$ cat src/rtl/sort4_sequencer_pkg.sv
// Shared definitions for the 4-input odd-even merge sorters: FSM encoding and
// the compare-exchange schedule, which the parallel variants reuse.
package sort4_sequencer_pkg;

    typedef enum logic [1:0] {
        LOAD  = 2'd0,
        SORT  = 2'd1,
        DRAIN = 2'd2
    } state_t;

    typedef struct packed {
        logic [1:0] lo;
        logic [1:0] hi;
    } stepPair_t;

    localparam int NUM_STEPS = 5;

    // Batcher 4-input network: two 2-sorters, then the 2x2 merge.
    function automatic stepPair_t stepPair(input logic [2:0] step);
        stepPair_t p;
        case (step)
            3'd0:    p = '{lo: 2'd0, hi: 2'd1};
            3'd1:    p = '{lo: 2'd2, hi: 2'd3};
            3'd2:    p = '{lo: 2'd0, hi: 2'd2};
            3'd3:    p = '{lo: 2'd1, hi: 2'd3};
            default: p = '{lo: 2'd1, hi: 2'd2};
        endcase
        return p;
    endfunction

endpackage

$ cat src/rtl/sort4_sequencer_comparator.sv
// Unsigned compare-exchange: L gets the smaller operand, H the larger.
module comparator #(
    parameter int WIDTH = 8
) (
    input  logic [WIDTH-1:0] A,
    input  logic [WIDTH-1:0] B,
    output logic [WIDTH-1:0] L,
    output logic [WIDTH-1:0] H
);

    logic aLeB;

    assign aLeB = (A <= B);
    assign L    = aLeB ? A : B;
    assign H    = aLeB ? B : A;

endmodule

$ cat src/rtl/sort4_sequencer.sv
// Serial-in/serial-out 4-element sorter sharing one comparator across the five
// compare-exchange steps. Outputs decode from registered state only.
module sort4_sequencer
    import sort4_sequencer_pkg::*;
#(
    parameter int WIDTH = 8
) (
    input  logic             clk,
    input  logic             rst_n,
    input  logic             in_valid,
    output logic             in_ready,
    input  logic [WIDTH-1:0] in_data,
    output logic             out_valid,
    input  logic             out_ready,
    output logic [WIDTH-1:0] out_data,
    output logic             out_last,
    output logic             busy
);

    state_t                state, nextState;
    logic [3:0][WIDTH-1:0] r;
    logic [1:0]            idx;
    logic [2:0]            step;
    stepPair_t             pair;
    logic [WIDTH-1:0]      cmpA, cmpB, cmpL, cmpH;

    assign pair = stepPair(step);
    assign cmpA = r[pair.lo];
    assign cmpB = r[pair.hi];

    comparator #(.WIDTH(WIDTH)) uCmp (
        .A (cmpA),
        .B (cmpB),
        .L (cmpL),
        .H (cmpH)
    );

    always_ff @(posedge clk or negedge rst_n) begin
        if (!rst_n) state <= LOAD;
        else        state <= nextState;
    end

    always_comb begin
        nextState = state;
        case (state)
            LOAD:    if (in_valid && idx == 2'd3)  nextState = SORT;
            SORT:    if (step == 3'(NUM_STEPS-1))   nextState = DRAIN;
            DRAIN:   if (out_ready && idx == 2'd3) nextState = LOAD;
            default: nextState = LOAD;
        endcase
    end

    // idx wraps 3->0 naturally, which gives idx=0 entering SORT and LOAD.
    always_ff @(posedge clk or negedge rst_n) begin
        if (!rst_n) begin
            r    <= '0;
            idx  <= '0;
            step <= '0;
        end else begin
            case (state)
                LOAD: begin
                    step <= '0;
                    if (in_valid) begin
                        r[idx] <= in_data;
                        idx    <= idx + 2'd1;
                    end
                end
                SORT: begin
                    r[pair.lo] <= cmpL;
                    r[pair.hi] <= cmpH;
                    step       <= (step == 3'(NUM_STEPS-1)) ? 3'd0 : step + 3'd1;
                end
                DRAIN: if (out_ready) idx <= idx + 2'd1;
                default: ;
            endcase
        end
    end

    assign in_ready  = (state == LOAD);
    assign out_valid = (state == DRAIN);
    assign out_last  = (state == DRAIN) && (idx == 2'd3);
    assign out_data  = (state == DRAIN) ? r[idx] : '0;
    assign busy      = (state != LOAD);

endmodule
$ cat config.mk
export PLATFORM = sky130hd
export DESIGN_NAME = sort4_sequencer
export DESIGN_NICKNAME = d
export VERILOG_FILES = /design/src/rtl/sort4_sequencer_pkg.sv /design/src/rtl/sort4_sequencer_comparator.sv /design/src/rtl/sort4_sequencer.sv
export SDC_FILE = /design/constraint.sdc
export NUM_CORES = 1
export LEC_CHECK = 0
export CAP_MARGIN = 30
export CORE_MARGIN = 5
export CORE_UTILIZATION = 60
export DETAILED_ROUTE_END_ITERATION = 12
export GPL_TIMING_DRIVEN = 0
export PLACE_DENSITY_LB_ADDON = 0.2
export SETUP_SLACK_MARGIN = 0.05
export SLEW_MARGIN = 20
export SYNTH_ARGS = -nofsm -noshare
export SYNTH_HDL_FRONTEND = slang
export SYNTH_SLANG_ARGS = --single-unit
$ cat constraint.sdc
create_clock -name clk -period 4.65 [get_ports clk]
set_input_delay 0.93 -clock clk [delete_from_list [all_inputs] [get_ports clk]]
set_output_delay 0.93 -clock clk [all_outputs]
set_load 0.1 [all_outputs]
==> key figures <==
Layout
  – Fin util: 0.715
  – # diodes: 0
  – Layout cells sized above 1: 0.133
  – Fillers: 411
  – Fin nets: 425
  – P&R area growth vs syn: 13.7%

Critical path
  – WP data arrival: 4.47 ns
  – Largest fanout on the critical path: 10
  – RR Endpoint: r[20]$_DFFE_PN0P_
  – Worst r2r src: step[0]$_DFFE_PN0P_
  – Critical Path, Cell by Cell: ha_1 -> ha_1 -> nor4_2 -> nand2_1 -> clkbuf_2 -> o22ai_1 -> nor2_1 -> inv_1 -> ha_1 -> a21oi_1 -> a21oi_1 -> a211oi_2 -> a21boi_4 -> nor2_4 -> buf_12 -> mux2_4 -> a221oi_1 -> a211oi_1
  – R2r setup slk: 0.34 ns
  – Setup crit end: r[20]$_DFFE_PN0P_
  – CP peak stage delay: 0.44 ns
  – Crit path required time: 4.81 ns
  – CP Launch Type: register
  – Worst R2R Path Depth: 18
  – Crit path top cell by count: ha_1
  – Slowest cell on crit path: dfrtp_1
  – CP startpoint: step[0]$_DFFE_PN0P_
  – Critical setup path kind: reg -> reg
  – CP endpoint kind: register

Placed design
  – # port buffers: 23
  – Placer congestion estimate: 1.01
  – Post-DP HPWL: 7100 um

Clocking
  – Root buffer cell: clkbuf_8
  – Clock Pin Slew Worst Setup and Hold Paths: 0.08 ns
  – CTS tree: yes
  – # H-tree levels: 2
  – Cts hold-fix bufs: 0
  – CTS sink count: 39
  – CTS Buffer Depth: 2
  – Total CTS buffers: 5
  – Worst skew pair latency: 0.30 ns

Yosys
  – Ys async rst share: 1.00
  – Largest cells by area after synthesis: dfrtp_1 30%, mux4_2 10%, ha_1 5.7%
  – Seq cells post-synth: 39
  – Mapped Avg Cell Area: 8.92 um2
  – Sequential share of the synthesized area: 0.298
  – YS warnings: 0
  – Post-synth cell types: 51
  – Cells after synthesis: 367
  – Synth area leader: dfrtp_1
  – Top-area cell type share of the netlist area: 0.298
  – Main flop type after synthesis: dfrtp_1
  – EDFF count, synth: 0
  – Post-Syn Area: 3270 um2
  – Syn Nets: 394

Status
  – Outcome: complete, no violations

Global route
  – Pin count of the biggest net entering global routing: 24
  – Antenna violations before repair: 0
  – Number of global-route vias before repair: 3020
  – First-pass GRT wire length: 16000 um
  – Total GRT Usage: 0.293
  – GR Overflow Total: 0

STA
  – Crit path time final: 4.31 ns
  – Max Freq: 232 MHz
  – Worst Tran Pin Value: 1.04 ns
  – Ratio of final minimum period to clock period: 0.928
  – Max Slew Vio Count: 0
  – Worst slew margin: 0.309
  – Hold Fails Final Rpt: 0
  – Setup TNS: 0 ns
  – Clock Skew: 0.00722 ns
  – Unrepaired setup endpoints after global routing: no
  – Final setup vio count: 0

Min path
  – Min-Delay Path Class: reg -> reg
  – Hold path depth: 2

Floorplanning
  – Rows: 26
  – Core area: 5200 um2
  – Die Footprint: 7040 um2
  – IO Count: 24
  – Die H: 83.9 um
  – Die width: 83.9 um
  – Initial Util: 0.629

Drt
  – Vias per cell: 6.89
  – Drt wl/cell: 21.9 um
  – WL final: 10300 um
  – Met2 Wirelength: 4720 um
  – Drt initial violations: 428
  – Vias: 3232
  – Top Layer Used: met4
  – DR DRC count: 0
  – TritonRoute pass-1 iters: 5
  – WL met1: 3860 um
  – Met3 WL: 1280 um
  – Remaining antenna violation count after routing: 0

Job
  – Max_cap viols: 0
cells in the mapped netlist (all sizes together) (5+ instances only):
| cell type | instances |
|---|---|
| a22oi | 8 |
| a211oi | 8 |
| mux4 | 15 |
| o22ai | 9 |
| buf | 12 |
| a21oi | 18 |
| mux2 | 5 |
| inv | 24 |
| a221oi | 7 |
| nand3 | 5 |
| dfrtp | 39 |
| nor2 | 30 |
| mux2i | 12 |
| o21ai | 33 |
| nand2 | 49 |
| clkbuf | 10 |
| ha | 15 |
| nor2b | 10 |
| and2 | 6 |
worst max-delay path, delay by kind of cell (launching register included):
family / cells / cell delay, ns
flops: 1 / 0.44
compound gates: 7 / 1.41
simple gates: 4 / 0.78
mux: 1 / 0.31
fa+ha+maj: 3 / 0.73
buf+inv: 3 / 0.51
flip-flops by register name, indices dropped and copies added, names as in the netlist:
| signal | flops |
|---|---|
| step | 3 |
| r | 32 |
| idx | 2 |
| state | 2 |
layout make-up:
type / instances / area [um2] / share of cell area
multi-input combinational: 282 / 2100 / 0.563
sequential: 39 / 976 / 0.262
timing repair buffer: 24 / 253 / 0.0679
buffer: 22 / 138 / 0.0370
inverter: 24 / 90.1 / 0.0242
tap: 70 / 87.6 / 0.0235
clock buffer: 7 / 76.3 / 0.0205
clock inverter: 1 / 5.00 / 0.00134
cells by family (layout without fill, tap and decap cells):
| family | Yosys count | after routing | synth area share |
|---|---|---|---|
| AOI/OAI and AO/OA | 117 | 117 | 0.246 |
| xor gates and xnor gates | 2 | 2 | 0.00535 |
| adders and majority gates | 16 | 16 | 0.0608 |
| buffers and inverters | 46 | 78 | 0.0692 |
| DFF | 39 | 39 | 0.298 |
| muxes | 32 | 32 | 0.159 |
| and+or+nand+nor | 115 | 115 | 0.161 |
how the worst min path moves through the flow:
stage / startpoint / to / slack (ns)
after CTS: r[6]$_DFFE_PN0P_ / r[6]$_DFFE_PN0P_ / 0.56
after floorplan: r[0]$_DFFE_PN0P_ / r[0]$_DFFE_PN0P_ / 0.49
after detailed placement: r[6]$_DFFE_PN0P_ / r[6]$_DFFE_PN0P_ / 0.54
final: r[6]$_DFFE_PN0P_ / r[6]$_DFFE_PN0P_ / 0.56
after global routing: r[1]$_DFFE_PN0P_ / r[1]$_DFFE_PN0P_ / 0.60
after global placement: r[6]$_DFFE_PN0P_ / r[6]$_DFFE_PN0P_ / 0.53
metal layers:
| layer | track usage | vias to the layer above |
|---|---|---|
| met5 | 0 | - |
| met4 | 0.126 | 0 |
| met3 | 0.0563 | 50 |
| met2 | 0.466 | 252 |
| met1 | 0.390 | 1513 |
| li1 | - | 1417 |
placed cells by master (no fill, tap or decap), types with 4 or more instances in the layout:
cell type | synthesis | routed
o211ai_2 | 4 | 4
o22a_1 | 4 | 4
a221oi_1 | 7 | 7
nor3_1 | 4 | 4
nand3_1 | 5 | 5
o21ai_0 | 31 | 31
nand4_1 | 4 | 4
nor2b_1 | 9 | 9
ha_1 | 15 | 15
nand2_1 | 49 | 49
buf_1 | 5 | 5
and2_1 | 6 | 6
a22oi_1 | 8 | 8
a211oi_1 | 8 | 7
dfrtp_1 | 39 | 39
clkbuf_1 | 10 | 11
clkdlybuf4s50_1 | 0 | 22
o211a_1 | 4 | 4
mux4_2 | 15 | 15
buf_6 | 4 | 4
o22ai_1 | 9 | 9
clkbuf_8 | 0 | 5
o221ai_1 | 4 | 4
inv_1 | 24 | 24
nor2_1 | 29 | 29
mux2i_1 | 12 | 12
a21oi_1 | 17 | 17
metrics by stage:
step / hold WS (ns) / setup WS (ns) / area, um2 / instances
6_report: 0.558 / 0.336 / 3720 / 469
5_1_grt: 0.600 / 0.0822 / 3720 / 469
4_1_cts: 0.555 / 0.131 / 3710 / 469
3_5_place_dp: 0.536 / 0.151 / 3630 / 461
3_3_place_gp: 0.527 / 0.292 / 3590 / 460
2_1_floorplan: 0.494 / 0.923 / 3270 / 367
what timing repair did:
item / 4_1_cts / 5_1_grt
setup buffers: 0 / 0
setup endpoints to repair: 0 / 22
gates resized for setup: 0 / 4
Power is left out: the tool's default activity adds up to more than one toggle a clock period on the data nets, which glitch-free logic cannot reach.
